File: src/rtl/qa_sample_source_pkg.sv
// Shared types and defaults for the QA sample source.
// Optional multi-pass playback is enabled by defining QA_SAMPLE_SOURCE_LOOP_EN.
package qa_sample_source_pkg;

  localparam int unsigned WIDTH_DEF = 32;
  localparam int unsigned DEPTH_DEF = 64;
  localparam int unsigned GAP_W_DEF = 8;

  // Playback FSM states
  typedef enum logic [1:0] {
    ST_IDLE = 2'd0,
    ST_PLAY = 2'd1,
    ST_GAP  = 2'd2
  } state_e;

endpackage

File: src/rtl/qa_sample_source_mem.sv
// Sample buffer: DEPTH x WIDTH register array, synchronous write, asynchronous read.
// Ports:
//   clk       write clock
//   i_wr_en   write strobe
//   i_wr_addr write address
//   i_wr_data write data
//   i_rd_addr read address
//   o_rd_data combinational read data
module qa_sample_source_mem
  import qa_sample_source_pkg::*;
#(
  parameter int unsigned WIDTH  = WIDTH_DEF,
  parameter int unsigned DEPTH  = DEPTH_DEF,
  parameter int unsigned ADDR_W = $clog2(DEPTH)
) (
  input  logic              clk,
  input  logic              i_wr_en,
  input  logic [ADDR_W-1:0] i_wr_addr,
  input  logic [WIDTH-1:0]  i_wr_data,
  input  logic [ADDR_W-1:0] i_rd_addr,
  output logic [WIDTH-1:0]  o_rd_data
);

  logic [WIDTH-1:0] r_mem [DEPTH];

  // Contents are not reset; playback only ever reads entries below count
  always_ff @(posedge clk) begin
    if (i_wr_en) r_mem[i_wr_addr] <= i_wr_data;
  end

  assign o_rd_data = r_mem[i_rd_addr];

endmodule

File: src/rtl/qa_sample_source.sv
// QA sample source: host loads samples into a buffer, start replays them as
// out_data/out_nd with a programmable idle gap between samples. No backpressure.
// Define QA_SAMPLE_SOURCE_LOOP_EN to add n_loops (buffer is played n_loops+1 times).
// Ports:
//   clk, rst_n            clock, async active-low reset
//   ld_data, ld_nd        sample load path (accepted in IDLE only)
//   clear                 empty buffer, clear overflow, abort playback
//   start, gap            begin playback, inter-sample idle cycles (latched at start)
//   n_loops               extra passes (LOOP_EN builds only, latched at start)
//   out_data, out_nd      played sample stream
//   busy, done            playback active, pulse with final sample
//   overflow, count       sticky load-when-full flag, stored sample count
module qa_sample_source
  import qa_sample_source_pkg::*;
#(
  parameter int unsigned WIDTH  = WIDTH_DEF,
  parameter int unsigned DEPTH  = DEPTH_DEF,
  parameter int unsigned ADDR_W = $clog2(DEPTH),
  parameter int unsigned GAP_W  = GAP_W_DEF
) (
  input  logic              clk,
  input  logic              rst_n,
  input  logic [WIDTH-1:0]  ld_data,
  input  logic              ld_nd,
  input  logic              clear,
  input  logic              start,
  input  logic [GAP_W-1:0]  gap,
`ifdef QA_SAMPLE_SOURCE_LOOP_EN
  input  logic [7:0]        n_loops,
`endif
  output logic [WIDTH-1:0]  out_data,
  output logic              out_nd,
  output logic              busy,
  output logic              done,
  output logic              overflow,
  output logic [ADDR_W:0]   count
);

  localparam int unsigned CNT_W = ADDR_W + 1;

  state_e            r_state;
  logic [ADDR_W-1:0] r_rd_ptr;   // index of the sample currently (or last) presented
  logic [GAP_W-1:0]  r_gap_q;
  logic [GAP_W-1:0]  r_gap_cnt;
`ifdef QA_SAMPLE_SOURCE_LOOP_EN
  logic [7:0]        r_loops_left;
  logic [7:0]        w_loops_after;
`endif

  logic              w_full;
  logic              w_start_play;
  logic              w_load;
  logic              w_end_of_pass;
  logic              w_final;
  logic              w_next_final;
  logic              w_start_last;
  logic [ADDR_W-1:0] w_next_ptr;
  logic [ADDR_W-1:0] w_rd_addr;
  logic [WIDTH-1:0]  w_rd_data;

  assign w_full        = (count == CNT_W'(DEPTH));
  assign w_start_play  = start && (count != '0);
  // A start that begins playback takes the cycle; a coincident load is dropped
  assign w_load        = (r_state == ST_IDLE) && ld_nd && !clear && !w_start_play;
  assign w_end_of_pass = ({1'b0, r_rd_ptr} + CNT_W'(1)) == count;
  assign w_next_ptr    = w_end_of_pass ? '0 : r_rd_ptr + ADDR_W'(1);

`ifdef QA_SAMPLE_SOURCE_LOOP_EN
  assign w_loops_after = w_end_of_pass ? r_loops_left - 8'(1) : r_loops_left;
  assign w_final       = w_end_of_pass && (r_loops_left == '0);
  assign w_next_final  = (({1'b0, w_next_ptr} + CNT_W'(1)) == count) && (w_loops_after == '0);
  assign w_start_last  = (count == CNT_W'(1)) && (n_loops == '0);
`else
  assign w_final       = w_end_of_pass;
  assign w_next_final  = ({1'b0, w_next_ptr} + CNT_W'(1)) == count;
  assign w_start_last  = (count == CNT_W'(1));
`endif

  // IDLE always presents sample 0; PLAY/GAP look ahead to the next sample
  assign w_rd_addr = (r_state == ST_IDLE) ? '0 : w_next_ptr;

  qa_sample_source_mem #(
    .WIDTH  (WIDTH),
    .DEPTH  (DEPTH),
    .ADDR_W (ADDR_W)
  ) u_mem (
    .clk       (clk),
    .i_wr_en   (w_load && !w_full),
    .i_wr_addr (count[ADDR_W-1:0]),
    .i_wr_data (ld_data),
    .i_rd_addr (w_rd_addr),
    .o_rd_data (w_rd_data)
  );

  // Playback FSM, counters and registered outputs
  always_ff @(posedge clk or negedge rst_n) begin
    if (!rst_n) begin
      r_state   <= ST_IDLE;
      r_rd_ptr  <= '0;
      r_gap_q   <= '0;
      r_gap_cnt <= '0;
`ifdef QA_SAMPLE_SOURCE_LOOP_EN
      r_loops_left <= '0;
`endif
      out_data  <= '0;
      out_nd    <= 1'b0;
      busy      <= 1'b0;
      done      <= 1'b0;
      overflow  <= 1'b0;
      count     <= '0;
    end else begin
      done <= 1'b0;
      if (clear) begin
        r_state  <= ST_IDLE;
        out_nd   <= 1'b0;
        busy     <= 1'b0;
        overflow <= 1'b0;
        count    <= '0;
      end else begin
        case (r_state)
          ST_IDLE: begin
            if (w_start_play) begin
              r_state  <= ST_PLAY;
              r_rd_ptr <= '0;
              r_gap_q  <= gap;
`ifdef QA_SAMPLE_SOURCE_LOOP_EN
              r_loops_left <= n_loops;
`endif
              out_data <= w_rd_data;
              out_nd   <= 1'b1;
              busy     <= 1'b1;
              done     <= w_start_last;
            end else if (start) begin
              done <= 1'b1;
            end
            if (w_load) begin
              if (w_full) overflow <= 1'b1;
              else        count    <= count + CNT_W'(1);
            end
          end
          ST_PLAY: begin
            if (w_final) begin
              r_state <= ST_IDLE;
              out_nd  <= 1'b0;
              busy    <= 1'b0;
            end else if (r_gap_q != '0) begin
              r_state   <= ST_GAP;
              r_gap_cnt <= r_gap_q - GAP_W'(1);
              out_nd    <= 1'b0;
            end else begin
              r_rd_ptr <= w_next_ptr;
`ifdef QA_SAMPLE_SOURCE_LOOP_EN
              r_loops_left <= w_loops_after;
`endif
              out_data <= w_rd_data;
              out_nd   <= 1'b1;
              done     <= w_next_final;
            end
          end
          ST_GAP: begin
            if (r_gap_cnt == '0) begin
              r_state  <= ST_PLAY;
              r_rd_ptr <= w_next_ptr;
`ifdef QA_SAMPLE_SOURCE_LOOP_EN
              r_loops_left <= w_loops_after;
`endif
              out_data <= w_rd_data;
              out_nd   <= 1'b1;
              done     <= w_next_final;
            end else begin
              r_gap_cnt <= r_gap_cnt - GAP_W'(1);
            end
          end
          default: begin
            r_state <= ST_IDLE;
            out_nd  <= 1'b0;
            busy    <= 1'b0;
          end
        endcase
      end
    end
  end

endmodule

File: config.mk
export PLATFORM = sky130hd
export DESIGN_NAME = qa_sample_source
export DESIGN_NICKNAME = d
export VERILOG_FILES = /design/src/rtl/qa_sample_source_pkg.sv /design/src/rtl/qa_sample_source_mem.sv /design/src/rtl/qa_sample_source.sv
export SDC_FILE = /design/constraint.sdc
export NUM_CORES = 2
export LEC_CHECK = 0
export ABC_AREA = 1
export CAP_MARGIN = 20
export CORE_ASPECT_RATIO = 0.6
export CORE_UTILIZATION = 40
export DETAILED_ROUTE_END_ITERATION = 10
export DONT_BUFFER_PORTS = 1
export SLEW_MARGIN = 20
export SYNTH_ARGS = -nofsm -noshare
export SYNTH_HDL_FRONTEND = slang
export SYNTH_HIERARCHICAL = 1
export SYNTH_SLANG_ARGS = --single-unit
File: constraint.sdc
create_clock -name clk -period 7.2 [get_ports clk]
set_input_delay 1.44 -clock clk [delete_from_list [all_inputs] [get_ports clk]]
set_output_delay 1.44 -clock clk [all_outputs]
set_load 0.01 [all_outputs]
==> results_dict.tcl <==
set metrics [dict create \
    final_common_cell "nand2_1" \
    final_antenna_net_count 0 \
    nFillCells 19200 \
    cts_setup_buffers 0 \
    max_stage_delay_ns 0.79 \
    fin_crit_sh_pct 78.3 \
    ys_types 43 \
    crit_fanout 219 \
    start_util_pct 40.3 \
    hold_viol_final 0 \
    worstPathArrival_ns 6.35 \
    grt_usage_pct 23.6 \
    finalClockSkew_ns 0.0529 \
    drc 0 \
    worstPathCellList "inv_1 > nand2_1 > nand2_1 > nand3_1 > nor2_1 > nand2_1 > nor2_2 > nand2_4 > inv_2 > nor2_1 > inv_1 > nor2_4 > inv_16 > buf_12 > nand2_1 > nand3_1 > nand3_1 > nand3_1 > nand3_1 > nand2_1 > nand2_1 > nand2_1 > mux2_4" \
    yosysSeqAreaShare_pct 73.6 \
    slowest_stage "dfrtp_1" \
    dp_hpwl_um 138000 \
    setup-violations-final 0 \
    endpoint_kind "register" \
    synthesis.area_um2 85900 \
    rsz0062_at_grt "no" \
    syn_nets 7206 \
    grt_antenna_before_repair 13 \
    final_nets 7094 \
    synth-seq-cells 2115 \
    via_per_inst 5.70 \
    core-area_um2 213000 \
    grt_pass1_vias 52200 \
    fin_tns_setup_ns 0 \
    wl_um 262000 \
    postCtsHoldBufs 0 \
    synth_ff_type "edfxtp_1" \
    cellPowerDensity_nw_per_um2 393 \
    die_x_um 600 \
    r2r-start "count[0]" \
    routedWlPerCell_um 26.1 \
    grt_start_max_net_pins 220 \
    cpMostUsedCell "nand2_1" \
    holdWs_ns 0.299 \
    rows 131 \
    worst-slew-pin-transition_ns 1.13 \
    place_inst 9711 \
    max_freq_ghz 0.177 \
    path_buf_inv 5 \
    vias 57200 \
    cp-start-kind "register" \
    drv_cap 0 \
    hold_class "in -> async" \
    final_layout_size_suffix_gt1_share_pct 7.30 \
    grt_pass1_wl_um 374000 \
    die-height_um 361 \
    cts_tree "done" \
    first_iter_violations 8175 \
    min_period_ns 5.64 \
    final_core_util_pct 44.6 \
    ir_drop_mv 0.939 \
    grt.overflow.total 0 \
    path_delay_family "simple AND/OR/NAND/NOR gates" \
    cts-buffers-inserted 185 \
    cts_root_buffer "clkbuf_16" \
    clk_pin_slew_ns 0.07 \
    gp_congestion 0.867 \
    max-slew-margin-rel_pct 24.5 \
    ios 88 \
    first_pass_iters 7 \
    yosysWarnings 6 \
    syn_to_final_growth_pct 10.5 \
    synthCells 7151 \
    p_leak_nw 32.9 \
    cp.required_ns 7.91 \
    htreeDepth 4 \
    avgSynthCellArea_um2 12.0 \
    dieArea_um2 217000 \
    worstSkewPairLatency_ns 0.84 \
    path_class "reg -> reg" \
    rrSetupSlack_ns 1.56 \
    io_buffers 0 \
    fin_cells 10000 \
    synth_edf_count 2048 \
    clock_path_buffers 4 \
    mostFrequentLayoutCells "nand2_1, edfxtp_1, nand3_1" \
    ys_async_sr_fraction_pct 3.17 \
    cts_resized 0 \
    cp-startpoint "count[0]" \
    status "complete, no violations" \
    cts_sinks 2115 \
    maxSlewViolCount 0 \
]
## metrics by stage
step | instance area [um^2] | setup slack (ns) | power (mW)
2_1_floorplan | 85900 | 0.865 | 23.9
3_3_place_gp | 89200 | 1.88 | 27.5
3_5_place_dp | 89200 | 1.87 | 27.6
4_1_cts | 94900 | 1.83 | 37.2
5_1_grt | 94900 | 1.43 | 39.1
6_report | 94900 | 1.56 | 37.3
## cells by family (layout without fill, tap and decap cells)
| group | after synthesis | after routing | share of synthesized area [%] |
|---|---|---|---|
| fa+ha+maj | 10 | 10 | 0.146 |
| simple gates | 4414 | 4414 | 22.3 |
| mux | 40 | 40 | 0.644 |
| buf+inv | 516 | 539 | 2.96 |
| other cells | 0 | 3 | 0 |
| compound gates | 49 | 49 | 0.341 |
| xor+xnor | 7 | 7 | 0.0714 |
| flops | 2115 | 2115 | 73.6 |
## cell usage after synthesis, types with 11 or more instances
cell type,number,area [um^2]
buf_2,284,1420
clkbuf_1,81,304
buf_4,45,338
inv_1,49,184
nor4_1,11,68.8
nand2_1,2340,8780
buf_1,40,150
nand4_1,13,81.3
mux2_4,28,420
nor2_1,98,368
o21ai_0,23,115
nand3_1,1936,9690
dfrtp_1,67,1680
edfxtp_1,2048,61500
## layer usage
layer | track usage, % | routed length (um) | vias up
li1 | - | - | 25100
met1 | 36.5 | 114000 | 28500
met2 | 33.5 | 110000 | 3222
met3 | 5.29 | 30900 | 382
met4 | 5.91 | 7000 | 0
met5 | 0 | 0 | -
## layout make-up
type / count / area, um^2 / area share (%)
Timing Repair Buffer: 160 / 1550 / 1.63
Tap cell: 2859 / 3580 / 3.77
Antenna cell: 3 / 7.51 / 0.00791
Sequential cell: 2115 / 63200 / 66.6
Inverter: 57 / 250 / 0.264
Clock buffer: 251 / 5020 / 5.29
Clock inverter: 71 / 639 / 0.674
Multi-Input combinational cell: 4520 / 20700 / 21.8
## power breakdown
group / leakage, nW / switching, mW / total [mW] / internal [mW]
combinational: 10.9 / 9.58 / 13.4 / 3.84
clock: 2.75 / 4.42 / 9.72 / 5.31
sequential: 19.2 / 0.475 / 14.2 / 13.7
## flip-flops by register name (all words and copies together) (netlist names)
register / cells
done: 1
r_state: 2
out_nd: 1
count: 7
overflow: 1
r_gap_cnt: 8
r_rd_ptr: 6
u_mem/r_mem: 2048
r_gap_q: 8
busy: 1
out_data: 32
## final timing paths
| check | endpoint | depth (start not counted) |
|---|---|---|
| setup reg to reg | out_data[9] | 23 |
| min in group clk | r_gap_cnt[4] | 2 |
| max in group asynchronous | out_data[18] | 0 |
| setup / recovery | out_data[9] | 23 |
| hold reg to reg | r_gap_cnt[4] | 2 |
| hold / removal | out_data[26] | 0 |
No activity file was read; power rests on OpenSTA's default activity.
